<file path="config.mk">
export PLATFORM = sky130hd
export DESIGN_NAME = buffer_128_to_512
export DESIGN_NICKNAME = d
export VERILOG_FILES = /design/src/rtl/buffer_128_to_512.sv
export SDC_FILE = /design/constraint.sdc
export NUM_CORES = 2
export LEC_CHECK = 0
export ABC_AREA = 0
export CORE_MARGIN = 2
export CORE_UTILIZATION = 50
export DETAILED_ROUTE_END_ITERATION = 8
export PLACE_DENSITY = 0.76
export SYNTH_ARGS = -nofsm -noshare
export SYNTH_HDL_FRONTEND = slang
export SYNTH_SLANG_ARGS = --single-unit
</file>
<file path="constraint.sdc">
create_clock -name clk -period 14.9 [get_ports clk]
set_clock_uncertainty 0.1 [all_clocks]
set_input_delay 2.98 -clock clk [delete_from_list [all_inputs] [get_ports clk]]
set_output_delay 2.98 -clock clk [all_outputs]
set_load 0.005 [all_outputs]
</file>
<file path="src/rtl/buffer_128_to_512.sv">
// Packs four 128-bit writes into one 512-bit entry and queues entries in a
// DEPTH-deep first-word fall-through store.
module buffer_128_to_512 #(
    parameter int unsigned DEPTH = 4,
    parameter int unsigned AW    = 2
) (
    input  logic          clk,
    input  logic          rst,
    input  logic          clr,
    input  logic [127:0]  data_in,
    input  logic          wr_enable,
    output logic [511:0]  data_out,
    input  logic          rd_enable,
    output logic          full,
    output logic          empty,
    output logic          full_n,
    output logic [1:0]    lane,
    output logic [AW:0]   level
);

    localparam int unsigned WW = 128;
    localparam int unsigned EW = 512;
    localparam int unsigned LW = AW + 1;

    logic [1:0]      lane_q, lane_d;
    logic [LW-1:0]   level_q, level_d;
    logic [AW-1:0]   wr_ptr_q, wr_ptr_d;
    logic [AW-1:0]   rd_ptr_q, rd_ptr_d;
    logic [3*WW-1:0] asm_q, asm_d;
    logic [EW-1:0]   mem_q [DEPTH];

    logic wr_accept_c;
    logic push_c;
    logic pop_c;

    // Status flags come straight from registered state.
    assign full   = (level_q == LW'(DEPTH)) && (lane_q == 2'd3);
    assign empty  = (level_q == '0);
    assign full_n = (level_q >= LW'(DEPTH - 1));
    assign lane   = lane_q;
    assign level  = level_q;

    assign wr_accept_c = wr_enable && !full;
    assign push_c      = wr_accept_c && (lane_q == 2'd3);
    assign pop_c       = rd_enable && !empty;

    assign data_out = empty ? '0 : mem_q[rd_ptr_q];

    always_comb begin
        lane_d   = lane_q;
        level_d  = level_q;
        wr_ptr_d = wr_ptr_q;
        rd_ptr_d = rd_ptr_q;
        asm_d    = asm_q;
        if (clr) begin
            lane_d   = '0;
            level_d  = '0;
            wr_ptr_d = '0;
            rd_ptr_d = '0;
            asm_d    = '0;
        end else begin
            if (wr_accept_c) begin
                lane_d = lane_q + 2'd1;
                case (lane_q)
                    2'd0:    asm_d[WW-1:0]      = data_in;
                    2'd1:    asm_d[2*WW-1:WW]   = data_in;
                    2'd2:    asm_d[3*WW-1:2*WW] = data_in;
                    default: asm_d              = asm_q;
                endcase
            end
            if (push_c) begin
                wr_ptr_d = wr_ptr_q + AW'(1);
            end
            if (pop_c) begin
                rd_ptr_d = rd_ptr_q + AW'(1);
            end
            case ({push_c, pop_c})
                2'b10:   level_d = level_q + LW'(1);
                2'b01:   level_d = level_q - LW'(1);
                default: level_d = level_q;
            endcase
        end
    end

    always_ff @(posedge clk or negedge rst) begin
        if (!rst) begin
            lane_q   <= '0;
            level_q  <= '0;
            wr_ptr_q <= '0;
            rd_ptr_q <= '0;
            asm_q    <= '0;
        end else begin
            lane_q   <= lane_d;
            level_q  <= level_d;
            wr_ptr_q <= wr_ptr_d;
            rd_ptr_q <= rd_ptr_d;
            asm_q    <= asm_d;
        end
    end

    // Entry storage carries no reset; validity is tracked by level_q alone.
    always_ff @(posedge clk) begin
        if (push_c && !clr) begin
            mem_q[wr_ptr_q] <= {data_in, asm_q};
        end
    end

endmodule

</file>
Word level (Yosys, flattened, before mapping):

Memory sizes are Yosys's and may differ from the RTL's.
Cells that the tools add are included.

* memory bits (writable): 2048
* flip-flop bits (word level): 393
* memories kept: 1

* $add $sub $neg: 5
* $lt $le $gt $ge: 1
* multiplexer cells: 16
* reduce and logical (&&, ||, !) cells: 20
* equality and inequality tests: 6

Memories
* mem_q: words 4, width 512, read ports 1, clocked after memory_dff 0, write ports 1, line 30 `logic [EW-1:0] mem_q [DEPTH];`

Operator list (number)
* $mux 384: 2
* $mux 512: 1
* $mux 128: 3
* $mux 2: 6
* $reduce_bool 2->1: 6
* $add 2x1->2 const B: 3
* $eq 2x2->1 const B: 3
* $pmux 3 s2: 1
* $reduce_and 2->1: 3
* $logic_and 1x1->1: 5
* $eq 2x1->1 const B: 2
* $add 3x1->3 const B: 1
* $eq 3x3->1 const B: 1
* $ge 3x2->1 const B: 1
* $logic_not 1->1: 3
* $logic_not 3->1: 1
* $mux 3: 1
* $reduce_bool 3->1: 1
* $sub 3x1->3 const B: 1
* $logic_not 2->1: 1
* $mux 1: 2

Longest topological paths before layout:

* word-level depth: 8
* gate-level depth with buffers: 8

Worst setup path before layout:

OpenSTA, ideal clock, no wires.

* path type: input to register
* start: input port wr_enable
* end: memory mem_q[1][0] (enable)
* cell stages on the path: 4
* library setup time: 0.943 ns
* data required time: 13.857 ns
* slack: -1.272 ns
* arrival: 15.129 ns
* cell sequence: clkbuf_1 -> nand2_1 -> nor3_1 -> and2_1

* cells in the longest elaborated chain, start to end: 5

RTL lines
* start: declaration: line 11 `input logic wr_enable,`
* $logic_and 1x1->1: line 43 `assign wr_accept_c = wr_enable && !full;`
* $logic_and 1x1->1: line 44 `assign push_c = wr_accept_c && (lane_q == 2'd3);`
* $logic_and 1x1->1: line 103 `if (push_c && !clr) begin`
* $mux 1: line 103
* $mux 1 (not written as such): line 104 `mem_q[wr_ptr_q] <= {data_in, asm_q};`
* end: declaration: line 30

Every way passes these cells.

Final worst setup path:

* start: register level_q[0], in the netlist level[0]
* end: output port data_out[436]

* cells in the longest elaborated chain, start to end: 2

RTL lines
* start: declaration: line 26 `logic [LW-1:0] level_q, level_d;`
* start signal: assignment: line 94 `level_q <= level_d;`
* $logic_not 3->1: line 38 `assign empty = (level_q == '0);`
* $mux 512: line 47 `assign data_out = empty ? '0 : mem_q[rd_ptr_q];`
* end: declaration: line 12 `output logic [511:0] data_out,`

Every way passes these cells.

==> results.tsv <==
metric	value	unit
swShare	0.264	
cap_violations	0	
worstPathCellList	or3_4, buf_4, buf_4, and2_1, clkdlybuf4s50_1	
drtPass1Iterations	7	
clock_path_buffers	3	
gp_congestion	0.805	
combPwrFrac	0.242	
critPathBufInv	3	
crit_required	11.82	ns
fmax	126	MHz
r2r-start	lane[1]$_DFFE_PN0P_	
antenna_found_initial	11	
reg2reg_depth	6	
drt_iter0_markers	5058	
hold-path-cell-count	0	
synth_largest_area_cell	edfxtp_1	
grt_usage	0.240	
cp_common_cell	buf_4	
via_per_inst	5.75	
timing.setup.tns	0	ns
finalMaxSlewViolations	0	
crit_fanout	115	
synth_area	92800	sq um
synth.area.top_cells	edfxtp_1, mux4_2, dfrtp_1, and2_1, nand2_1	
num_io_pins	653	
worstMarginPinSlew	1.18	ns
cts_made_buffers	233	
cts_tree	done	
internal_power	0.0131	W
area_growth	17.9	%
drc	0	
grt_pass1_vias	48929	
cp_data_arrival_time	4.88	ns
hp-class	flip-flop to flip-flop	
p_total	0.0178	W
clkLatencyLatePin	0.89	ns
hold_violations	0	
crit_path_max_incr_delay	0.88	ns
start_util	0.502	
placed_cell_area	102000	sq um
final_area	109000	sq um
dr_total_vias	47902	
critPathKind	flip-flop to output port	
cpLargestDelayFamily	buffers and inverters	
synth_ff_type	edfxtp_1	
core-area	185000	sq um
die_area	189000	sq um
syn_nets	5128	
instances_no_fill	8332	
synth.most_common_cell	edfxtp_1	
setup_violations	0	
r2r-end	mem_q[2][311]$_DFFE_PP_	
grt_max_degree	167	
drt-total-wl	228000	microns
synth-edff-count	2048	
powerDensity	162	nW/um^2
start_kind	flip-flop	
ir_worst_vdd	0.118	mV
cts.hold.buffers_added	0	
seq_area_frac_synth	0.768	
post_drt_wl_per_cell	27.4	microns
die_y	435	microns
place_ws	7.49	ns
synthArstFlopShare	0.161	
rows	158	
io_buffers	652	
clock_sink_count	2441	
ys_types	34	
yosys_warnings	0	
period_share	0.534	
synth_common_cells	edfxtp_1, nand2_1, and2_1	
hold_path_end	mem_q[3][41]$_DFFE_PP_	
period_needed	7.96	ns
dp.cells	7883	
hold_start	asm_q[41]$_DFFE_PN0P_	
ant_nets	0	
cts_resized	0	
reg2reg_slack	10.77	ns
power.leakage	36.1	nW
p_seq_frac	0.425	
final_nets	5780	
hpwlAfterDp	129000	microns
synth_top_area_share	0.662	
syn_avg_cell_area	18.6	sq um
clkPwrFrac	0.333	
grt_pass1_wl	334000	microns
die_width	435	microns
syn_inst	4986	
fill_cells	13202	
rsz0062_at_grt	false	
outcome	completed	
slew_headroom	0.216	
critPathSlowestCell	buf_4	
setup_ws	6.94	ns
worst_setup_path_end_kind	output port	
cts.clk_slew.worst_paths	0.06	ns
htreeDepth	4	
layout-drive-gt1-share	0.161	
clockRootBuffer	clkbuf_16	
ys_ff_latch	2441	
p_sw	0.00469	W
grt.overflow.total	0	
postCtsSetupRepairBufs	0	
[kinds of logic after synthesis]
kind of cell,synth area share
mux,0.125
flops,0.768
simple gates,0.0678
buf+inv,0.0163
compound gates,0.0213
xor+xnor,0.000377
fa+ha+maj,0.00129
[stage by stage]
step | hold WS [ns] | utilization
2_1_floorplan | 0.376 | -
3_3_place_gp | 0.383 | 0.550
3_5_place_dp | 0.395 | 0.550
4_1_cts | 0.380 | 0.592
5_1_grt | 0.398 | 0.592
6_report | 0.387 | 0.592
[worst max path at each step]
stage / start / endpoint / slack [ns] / depth (start not counted)
after floorplan: wr_enable / mem_q[0][0]$_DFFE_PP_ / -1.27 / 4
after global placement: wr_enable / mem_q[2][33]$_DFFE_PP_ / 7.48 / 6
after detailed placement: wr_enable / mem_q[2][440]$_DFFE_PP_ / 7.49 / 6
after CTS: rd_ptr_q[0]$_DFFE_PN0P_ / data_out[126] / 6.71 / 5
after global routing: rd_ptr_q[0]$_DFFE_PN0P_ / data_out[339] / 6.49 / 5
final: level[0]$_DFFE_PN0P_ / data_out[436] / 6.94 / 5
[placed cells by master (no fill, tap or decap), drive strengths merged, types with 7 or more instances in the layout]
| master | count |
|---|---|
| clkbuf | 330 |
| and2 | 517 |
| dfrtp | 393 |
| bufinv | 20 |
| ha | 8 |
| nor2 | 7 |
| mux4 | 512 |
| buf | 69 |
| nand2 | 773 |
| clkdlybuf4s50 | 650 |
| inv | 13 |
| clkinvlp | 7 |
| diode | 7 |
| edfxtp | 2048 |
| clkinv | 78 |
| a21oi | 387 |
[power groups by stage]
stage / Clock [W] / Sequential [W] / Combinational [W]
after floorplan: 0 / 0.00764 / 0.00214
after global placement: 0 / 0.00768 / 0.00434
after detailed placement: 0 / 0.00769 / 0.00434
after CTS: 0.00600 / 0.00755 / 0.00438
after global routing: 0.00626 / 0.00756 / 0.00452
final: 0.00592 / 0.00755 / 0.00429
[layer usage]
metal  vias to the layer above  part of all wire  global-route usage
met5                         -                 0                   0
met4                         0             0.058               0.130
met3                       445             0.065              0.0418
met2                      1932              0.50               0.395
met1                     25183              0.37               0.307
li1                      20342                 -                   -
[final cells by class]
class	count	area, sq um	area share
multi-input combinational	2237	20100	0.183
inverter	6	22.5	0.000206
tap	2480	3100	0.0283
sequential	2441	71300	0.652
clock buffer	330	6490	0.0593
antenna	7	17.5	0.000160
timing repair buffer	719	7180	0.0656
clock inverter	112	1270	0.0116
[sequential cells by signal, indices dropped and copies added (netlist names)]
register  cells
level         3
wr_ptr_q      2
lane          2
asm_q       384
rd_ptr_q      2
mem_q      2048
Power figures use the tool's default switching activity.
